## src/rtl/time_set_ctrl.sv

```systemverilog
// time_set_ctrl: debounced two-button editor for the HH:MM shadow time, with a commit strobe
// that loads the timekeeper and a blink mask for the digits being edited.
module time_set_ctrl #(
    parameter int DEB_CYCLES   = 80000,
    parameter int BLINK_CYCLES = 4000000
) (
    input  logic       pCLK,
    input  logic       nRST,
    input  logic       btn_mode,
    input  logic       btn_inc,
    input  logic [3:0] cur_h1,
    input  logic [3:0] cur_h0,
    input  logic [3:0] cur_m1,
    input  logic [3:0] cur_m0,
    output logic [3:0] set_h1,
    output logic [3:0] set_h0,
    output logic [3:0] set_m1,
    output logic [3:0] set_m0,
    output logic       load,
    output logic       run_en,
    output logic [1:0] mode,
    output logic [3:0] blink_mask
);
    localparam int DW = $clog2(DEB_CYCLES + 1);
    localparam int BW = $clog2(BLINK_CYCLES + 1);

    typedef enum logic [1:0] {RUN = 2'd0, SET_HOUR = 2'd1, SET_MIN = 2'd2, COMMIT = 2'd3} state_t;

    logic [1:0] btn, prs;
    assign btn = {btn_inc, btn_mode};

    genvar g;
    generate
        for (g = 0; g < 2; g++) begin : g_deb
            logic s1, s2, deb, arm, p, mis;
            logic [DW-1:0] cnt;
            // Until a stable low has been seen, the counter times the low level instead, so a
            // button held through reset never yields a press.
            assign mis = arm ? (s2 != deb) : !s2;
            always_ff @(posedge pCLK or negedge nRST) begin
                if (!nRST) begin
                    s1  <= 1'b0;
                    s2  <= 1'b0;
                    deb <= 1'b0;
                    arm <= 1'b0;
                    p   <= 1'b0;
                    cnt <= '0;
                end else begin
                    s1 <= btn[g];
                    s2 <= s1;
                    p  <= 1'b0;
                    if (!mis)
                        cnt <= '0;
                    else if (cnt == DW'(DEB_CYCLES - 1)) begin
                        cnt <= '0;
                        if (arm) begin
                            deb <= s2;
                            p   <= s2;
                        end else
                            arm <= 1'b1;
                    end else
                        cnt <= cnt + 1'b1;
                end
            end
            assign prs[g] = p;
        end
    endgenerate

    logic mode_p, inc_p;
    assign mode_p = prs[0];
    assign inc_p  = prs[1];

    logic [3:0] nh1, nh0, nm1, nm0;
    logic       h_wrap;
    assign h_wrap = set_h1 == 4'd1 && set_h0 == 4'd1;
    assign nh1 = h_wrap ? 4'd0 : set_h0 == 4'd9 ? set_h1 + 4'd1 : set_h1;
    assign nh0 = (h_wrap || set_h0 == 4'd9) ? 4'd0 : set_h0 + 4'd1;
    assign nm0 = set_m0 == 4'd9 ? 4'd0 : set_m0 + 4'd1;
    assign nm1 = set_m0 != 4'd9 ? set_m1 : set_m1 == 4'd5 ? 4'd0 : set_m1 + 4'd1;

    state_t        st;
    logic [BW-1:0] bcnt;
    logic          ph, wrap;
    assign wrap = bcnt == BW'(BLINK_CYCLES - 1);
    assign mode = st;

    always_ff @(posedge pCLK or negedge nRST) begin
        if (!nRST) begin
            st         <= RUN;
            run_en     <= 1'b1;
            load       <= 1'b0;
            blink_mask <= 4'b0000;
            {set_h1, set_h0, set_m1, set_m0} <= '0;
            bcnt       <= '0;
            ph         <= 1'b0;
        end else begin
            load <= 1'b0;
            case (st)
                RUN:
                    if (mode_p) begin
                        st         <= SET_HOUR;
                        run_en     <= 1'b0;
                        {set_h1, set_h0, set_m1, set_m0} <= {cur_h1, cur_h0, cur_m1, cur_m0};
                        bcnt       <= '0;
                        ph         <= 1'b0;
                        blink_mask <= 4'b0000;
                    end
                SET_HOUR:
                    if (mode_p) begin
                        st         <= SET_MIN;
                        bcnt       <= '0;
                        ph         <= 1'b0;
                        blink_mask <= 4'b0000;
                    end else if (inc_p) begin
                        {set_h1, set_h0} <= {nh1, nh0};
                        bcnt       <= '0;
                        ph         <= 1'b0;
                        blink_mask <= 4'b0000;
                    end else if (wrap) begin
                        bcnt       <= '0;
                        ph         <= ~ph;
                        blink_mask <= {~ph, ~ph, 2'b00};
                    end else
                        bcnt <= bcnt + 1'b1;
                SET_MIN:
                    if (mode_p) begin
                        st         <= COMMIT;
                        load       <= 1'b1;
                        bcnt       <= '0;
                        ph         <= 1'b0;
                        blink_mask <= 4'b0000;
                    end else if (inc_p) begin
                        {set_m1, set_m0} <= {nm1, nm0};
                        bcnt       <= '0;
                        ph         <= 1'b0;
                        blink_mask <= 4'b0000;
                    end else if (wrap) begin
                        bcnt       <= '0;
                        ph         <= ~ph;
                        blink_mask <= {2'b00, ~ph, ~ph};
                    end else
                        bcnt <= bcnt + 1'b1;
                COMMIT: begin
                    st     <= RUN;
                    run_en <= 1'b1;
                end
            endcase
        end
    end
endmodule
```

## config.mk

```make
export PLATFORM = sky130hd
export DESIGN_NAME = time_set_ctrl
export DESIGN_NICKNAME = d
export VERILOG_FILES = /design/src/rtl/time_set_ctrl.sv
export SDC_FILE = /design/constraint.sdc
export NUM_CORES = 1
export LEC_CHECK = 0
export ABC_AREA = 1
export CAP_MARGIN = 30
export CELL_PAD_IN_SITES_DETAIL_PLACEMENT = 1
export CELL_PAD_IN_SITES_GLOBAL_PLACEMENT = 2
export CORE_ASPECT_RATIO = 1.5
export CORE_MARGIN = 2
export CORE_UTILIZATION = 37
export DETAILED_ROUTE_END_ITERATION = 8
export PLACE_DENSITY_LB_ADDON = 0.1
export SYNTH_ARGS = -nofsm -noshare
export SYNTH_HDL_FRONTEND = slang
export SYNTH_SLANG_ARGS = --single-unit
export TNS_END_PERCENT = 1
```

## constraint.sdc

```tcl
create_clock -name pCLK -period 4 [get_ports pCLK]
set_input_delay 0.8 -clock pCLK [delete_from_list [all_inputs] [get_ports pCLK]]
set_output_delay 0.8 -clock pCLK [all_outputs]
set_load 0.02 [all_outputs]
```

**After elaboration in Yosys (flattened, before gate mapping)**

Index checks and enable logic that the tools add are counted.

- Output and inout bits: 24
- Word-level logic and storage cells: 139
- Register bits after elaboration: 91
- Input bits: 20

- Mux-type cells: 59
- Eq/ne operators: 26
- Reduce and logical (&&, ||, !) cells: 24
- Bitwise logic cells: 1
- $add $sub $neg: 7

Operators with widths:

| kind | count |
|---|---|
| $mux W4 | 25 |
| $mux W22 | 4 |
| $mux W17 | 4 |
| $pmux W22 S2 | 1 |
| $add A17 B1 Y17 const B | 2 |
| $eq A17 B17 Y1 const B | 2 |
| $pmux W4 S2 | 4 |
| $add A22 B1 Y22 const B | 1 |
| $eq A22 B22 Y1 const B | 1 |
| $add A4 B1 Y4 const B | 4 |
| $ne A2 B2 Y1 const B | 8 |
| $mux W1 | 14 |
| $ne A4 B4 Y1 const B | 3 |
| $pmux W4 S3 | 1 |
| $reduce_and A3 Y1 | 4 |
| $reduce_and A4 Y1 | 3 |
| $reduce_and A5 Y1 | 2 |
| $eq A4 B1 Y1 const B | 2 |
| $eq A4 B4 Y1 const B | 2 |
| $pmux W2 S4 | 1 |
| $reduce_and A2 Y1 | 4 |
| $reduce_bool A2 Y1 | 4 |
| $mux W2 | 3 |
| $eq A2 B2 Y1 const B | 2 |
| 13 further kinds | 16 |

**Longest topological paths before layout**

Gate-level depths: netlist of run 1.

- Depth in word-level cells: 7
- Gate-level depth with buffers: 12
- Mapped depth without buffers: 11

**Worst setup path after synthesis of run 1**

No wires, ideal clock.

- Path kind: flip-flop to flip-flop
- From: reg st[0], in the netlist mode[0]
- To: reg bcnt[18]
- Buffers on the path: 1
- Library setup time: 0.114 ns
- Stages on the path, launching flop included: 12
- Arrival: 1.616 ns
- Setup slack: 2.270 ns
- Path through: dfrtp_1 inv_1 ha_1 inv_1 nor2_2 nor2_4 buf_6 nand2_2 nor2_2 nand4_1 nand2_1 nor2_2

- Word-level cells in the longest chain between the ends: 4
- Elaborated cells between the ends (all ways): 8

RTL lines:

| item | RTL line | source |
|---|---|---|
| start, declared | 81 | `state_t st;` |
| start signal, assigned | 89 | `st <= RUN;` |
| start signal, assigned | 101 | `st <= SET_HOUR;` |
| start signal, assigned | 110 | `st <= SET_MIN;` |
| $eq A2 B2 Y1 or $eq A2 B1 Y1 (tied branches) | 98 | `case (st)` |
| $reduce_or A2 Y1 (no source line) | n/a |  |
| $reduce_bool A2 Y1 (no source line) | n/a |  |
| $reduce_and A2 Y1 (no source line) | n/a |  |
| end signal, assigned | 124 | `bcnt <= bcnt + 1'b1;` |
| end signal, assigned | 142 | `bcnt <= bcnt + 1'b1;` |
| end, declared | 82 | `logic [BW-1:0] bcnt;` |

Several ways; a longest one is shown, not always the timed one.
A chain may end at the register's enable or synchronous reset.

**Worst setup path after layout of run 1**

- From: reg run_en
- To: out run_en

RTL lines:

| item | RTL line | source |
|---|---|---|
| start, declared | 20 | `output logic run_en,` |
| start signal, assigned | 90 | `run_en <= 1'b1;` |
| start signal, assigned | 102 | `run_en <= 1'b0;` |
| start signal, assigned | 145 | `run_en <= 1'b1;` |

No word-level cell between the ends.

==> results.toml, run 1 <==
[detailed_routing]
drc = 0
route.vias.total = 4514
first_iter_violations = 90
wire_per_inst_um = 15.5
wirelength_mm = 13.8
drtPass1Iterations = 4
avgViaCountPerCell = 5.06
ant_nets = 0

[power_and_ir_drop]
power_uw = 1820
p_leak_uw = 0.00264
power_density_mw_per_mm2 = 303
vdd_drop_max_uv = 181

[synth]
synth_top_cell_by_area = "dfrtp_1"
syn_avg_cell_area_um2 = 7.58
synthArstFlopShare_pct = 100
netlist_area_mm2 = 0.00516
synth_edf_count = 0
synth_top_flop_cell = "dfrtp_1"
ys_top_cells_by_area = "dfrtp_1 (43%), nand2_1 (12%), nor2_1 (8.2%)"
netlist_instances = 680
yosysMostFrequentCell = "nand2_1"
yosys_warnings = 0
synth_seq_cells = 89
synth.cells.most_frequent = "nand2_1 (161), nor2_1 (113), dfrtp_1 (88)"
seq_area_frac_synth_pct = 43.2
synth_top_cell_area_share_pct = 42.7
synth_fp_nets = 713
yosysUniqueCellTypes = 36

[sta]
max-slew-margin-rel_pct = 56.0
hold_viol = 0
rsz0062_at_grt = "no"
post-route-period-util_pct = 57.0
setup_viol = 0
report.final.slew_viol_count = 0
holdWs_ns = 0.347
finClkSkew_ns = 0.00665
period_needed_ns = 2.28
max_freq_ghz = 0.438
fin_tns_setup_ns = 0
tightest_slew_ns = 0.660

[floorplanning]
dieHeight_um = 149
rows = 52
initial_core_util_pct = 38.1
core_region_area_mm2 = 0.0135
design.portCount = 44
fp.dieW_um = 100
die_area_mm2 = 0.0149

[critical_path]
critPathMaxStageDelay_ns = 0.60
critPathCaptureType = "output port"
crit_required_ns = 3.20
cp_slowest_cell = "clkdlybuf4s50_1"
reg2reg_from = "mode[0]"
r2r-end = "set_m1[1]"
r2r_setup_slack_ns = 1.89
critPathKind = "register to output port"
r2r_cells = 9
worstPathArrival_ns = 1.48
cp_top_family = "buffers and inverters"
cp_cell_sequence = "clkdlybuf4s50_1"
crit_buf_inv = 1
crit_fanout = 2
cp-start-kind = "register"

[clock_tree]
clockBufferDepth = 2
cts.sinks = 89
cts.hold.buffers_added = 0
h-tree-depth = 3
clk_latency_ns = 0.34
cts_buffers = 9
cts.repair.resized = 0
cts_tree = "built"
clock_tree.root_cell = "clkbuf_16"
clkTransAtPathRegs_ns = 0.06
post_cts_buffers = 0

[finish]
drive_gt1_share_pct = 8.63
areaGrowthSynthToFinish_pct = 16.5
diodes = 0
layout.nets = 758

[global_routing]
grt_max_degree = 50
grt_pass1_wl_mm = 23.4
gr-usage-met3_pct = 2.87
grtUsageTotal_pct = 19.8
overflow = 0
use_met2_pct = 40.2
busiest_layer = "met2"
grt_use_met1_pct = 20.3
grt_pass1_vias = 4853
grt_antenna_before_repair = 0

[flow_run]
maxCapViolCount = 0

[placement]
routabilityCongestion = 0.820
place_hpwl_mm = 10.9
port_buffers = 43

[min_path]
hp-class = "register to register"
whs_path_depth = 0
hold-path-endpoint = "g_deb[1].s2"
worstHoldStart = "g_deb[1].s1"

[outcome]
status = "finished clean"
==> how the worst max path moves through the flow <==
stage	from	endpoint	cells after the start	slack, ns
floorplan	mode[0]	bcnt[18]	11	2.27
global placement	mode[0]	set_m1[1]	9	2.03
detailed placement	mode[0]	set_m1[1]	9	1.92
CTS	run_en	run_en	1	1.72
global route	mode[1]	set_h1[1]	10	1.69
finish	run_en	run_en	1	1.72
==> stage by stage <==
step                utilization (%)  cells  instance area (um^2)  setup WS [ns]
global route                   44.4    892                  6010           1.69
finish                         44.4    892                  6010           1.72
detailed placement             42.3    876                  5720           1.92
global placement               42.3    876                  5720           2.03
floorplan                         -    680                  5160           2.27
CTS                            44.4    892                  6010           1.72
==> per-layer routing <==
metal,part of all wire [%],up-vias,routed length [um]
met2,59,33,8170
met4,1.6,0,227
met5,0,-,0
met1,38,2206,5170
met3,1.6,16,215
li1,-,2259,-
==> cell type report <==
class | instances | area [um^2]
fillers | 1708 | 7520
clock buffers | 14 | 254
multi-input cells | 498 | 2530
flip-flops and latches | 89 | 2230
repair buffers | 45 | 443
clock inverters | 2 | 37.5
inverters | 82 | 313
well taps | 162 | 203
==> cell usage in the layout (no fill, tap or decap), drive strengths merged, types with 5 or more instances in the layout <==
cell	n
a21oi	14
clkbuf	14
clkdlybuf4s50	42
dfrtp	88
ha	13
inv	81
nand2	169
nand3	48
nand4	22
nor2	130
nor3	24
o21ai	28
or2	5
xnor2	6
xor2	22
==> power breakdown <==
| group | switching, uW | leakage (uW) | internal [uW] | total (uW) |
|---|---|---|---|---|
| logic | 37.8 | 0.00136 | 26.1 | 64.0 |
| clock network | 340 | 0.000137 | 503 | 843 |
| registers | 6.72 | 0.00114 | 907 | 914 |
==> flip-flops by register name (all words and copies together) (netlist names), 2 cells and up <==
signal	cells
g_deb.s1	2
set_m1	4
g_deb.s2	2
set_h1	4
g_deb.deb	2
mode	2
bcnt	22
set_m0	4
g_deb.p	2
blink_mask	2
g_deb.cnt	34
g_deb.arm	2
set_h0	4
==> cells by family (layout without fill, tap and decap cells) <==
logic type	Yosys count	count (layout)	share of synthesized area, %
compound gates	55	55	5.92
xor+xnor	28	28	4.75
fa+ha+maj	13	13	3.15
buf+inv	93	143	7.69
flops	89	89	43.2
simple gates	402	402	35.3
Note: power is estimated with default switching activity, not from simulation.
==> run 2: changes to the inputs <==
CORE_UTILIZATION = 34   (was 37)
clock period = 2.1 ns   (was 4 ns; I/O delays follow)
==> run 2 against run 1 <==
Effect of this change: clock skew about the same; flip-flop and latch count unchanged; wire length is 5.2% higher; largest power group is now clock; hold slack better by 0.0037 ns.
==> results.toml, run 2 (same netlist as run 1, synthesis figures left out) <==
[outcome]
status = "finished clean"

[power_and_ir_drop]
power_density_mw_per_mm2 = 600
vdd_drop_max_uv = 324
p_leak_uw = 0.00270

[floorplanning]
initial_core_util_pct = 34.5
core_region_area_mm2 = 0.0149
fp.dieW_um = 105
dieHeight_um = 155
die_area_mm2 = 0.0162
design.portCount = 44
rows = 55

[sta]
post-route-period-util_pct = 90.7
fin_tns_setup_ns = 0
finClkSkew_ns = 0.00712
max_freq_ghz = 0.525
setup_ws_ns = 0.195
setup_viol = 0
max-slew-margin-rel_pct = 67.4
tightest_slew_ns = 0.490
hold_viol = 0
rsz0062_at_grt = "no"
period_needed_ns = 1.90
report.final.slew_viol_count = 0

[critical_path]
cp_top_family = "buffers and inverters"
crit_fanout = 2
crit_buf_inv = 1
cp-start-kind = "register"
worst-path-stages = 1
r2r_cells = 10
cp-endpoint = "run_en"
crit_required_ns = 1.68
worstPathArrival_ns = 1.48
critPathKind = "register to output port"
critPathMaxStageDelay_ns = 0.62
startpoint = "run_en"
cp_cell_sequence = "clkdlybuf4s50_1"
cp_slowest_cell = "clkdlybuf4s50_1"
r2r_setup_slack_ns = 0.25
r2r-end = "bcnt[18]"
reg2reg_from = "mode[1]"
critPathCaptureType = "output port"

[flow_run]
maxCapViolCount = 0

[global_routing]
overflow = 0
grt_pass1_wl_mm = 24.5
grt_antenna_before_repair = 0
grt_max_degree = 37
grtUsageTotal_pct = 18.9
grt_pass1_vias = 4976

[clock_tree]
clock_tree.root_cell = "clkbuf_16"
cts_tree = "built"
cts.repair.resized = 0
cts.sinks = 89
h-tree-depth = 3
clkTransAtPathRegs_ns = 0.06
clockBufferDepth = 2
cts_buffers = 9
clk_latency_ns = 0.34

[detailed_routing]
ant_nets = 0
route.vias.total = 4574
first_iter_violations = 116
avgViaCountPerCell = 4.90
wire_per_inst_um = 15.5
drc = 0
wirelength_mm = 14.5
drtPass1Iterations = 4

[finish]
instances_no_fill = 934
final_common_cell = "nand2_1"
layout_common_cells = "nand2_1 (161), nor2_1 (113), dfrtp_1 (88)"
largest_reg_flops = 34
diodes = 0
layout.nets = 763
top_regs = "g_deb.cnt: 34 flops, bcnt: 22 flops"
areaGrowthSynthToFinish_pct = 19.4
fill_cells = 1873
regMostFlops = "g_deb.cnt"
drive_gt1_share_pct = 9.66
fin_util_pct = 41.2

[min_path]
hp-class = "register to register"
worstHoldStart = "g_deb[1].s1"

[placement]
port_buffers = 43
routabilityCongestion = 0.794
dpl.cell_count = 917
pre_cts_ws_ns = 0.264
place_hpwl_mm = 11.3
-- run 2: cell count changes in the layout (fill, tap and decap cells not counted), sizes merged --
cell / delta
buf: +4
clkbuf: -2
clkinv: +2
bufinv: +1
clkinvlp: -1
dlygate4sd3: +1
-- run 2: where the power goes --
| group | switching (uW) | total [uW] | internal (uW) | leakage, uW |
|---|---|---|---|---|
| registers | 11.8 | 1740 | 1730 | 0.00114 |
| logic | 74.0 | 128 | 53.7 | 0.00139 |
| clock network | 688 | 1830 | 1140 | 0.000169 |
| total | 773 | 3700 | 2920 | 0.00270 |
-- run 2: area by class of cell --
class                      count  area, um^2  share of cell area [%]
clock buffer                  12         267                    4.33
clock inverter                 4        73.8                    1.20
inverter                      82         313                    5.08
multi-input combinational    498        2530                    41.1
sequential                    89        2230                    36.2
tap                          199         249                    4.04
timing repair buffer          50         495                    8.05
-- run 2: worst min-delay path by stage --
stage / endpoint / slack (ns) / cells after the start
final: g_deb[1].s2 / 0.35 / 0
after global placement: bcnt[7] / 0.33 / 1
after global routing: g_deb[1].s2 / 0.37 / 0
after floorplan: bcnt[0] / 0.12 / 0
after detailed placement: bcnt[7] / 0.33 / 1
after CTS: g_deb[1].s2 / 0.35 / 0
-- run 2: per-layer routing --
layer | part of all wire, % | routed length (um) | track usage, % | vias to the layer above
li1 | - | - | - | 2263
met1 | 39 | 5700 | 19.5 | 2259
met2 | 57 | 8310 | 37.9 | 33
met3 | 1.0 | 151 | 2.15 | 19
met4 | 2.4 | 342 | 7.34 | 0
met5 | 0 | 0 | 0 | -
-- run 2: what timing repair did --
item	4_1_cts	5_1_grt
hold endpoints to repair	17	0
hold buffers	1	0
setup buffers	0	0
-- run 2: metrics by stage --
step	total power [uW]	area [um^2]	hold WS (ns)
finish	3700	6160	0.351
global route	3830	6160	0.366
CTS	3760	6160	0.354
detailed placement	1900	5810	0.332
global placement	1900	5810	0.333
floorplan	1810	5160	0.124
==> run 3: changes to the inputs <==
CAP_MARGIN = 20   (was 30)
==> results of run 3 <==
Final layout, timing and power as in run 2 (identical DEF).
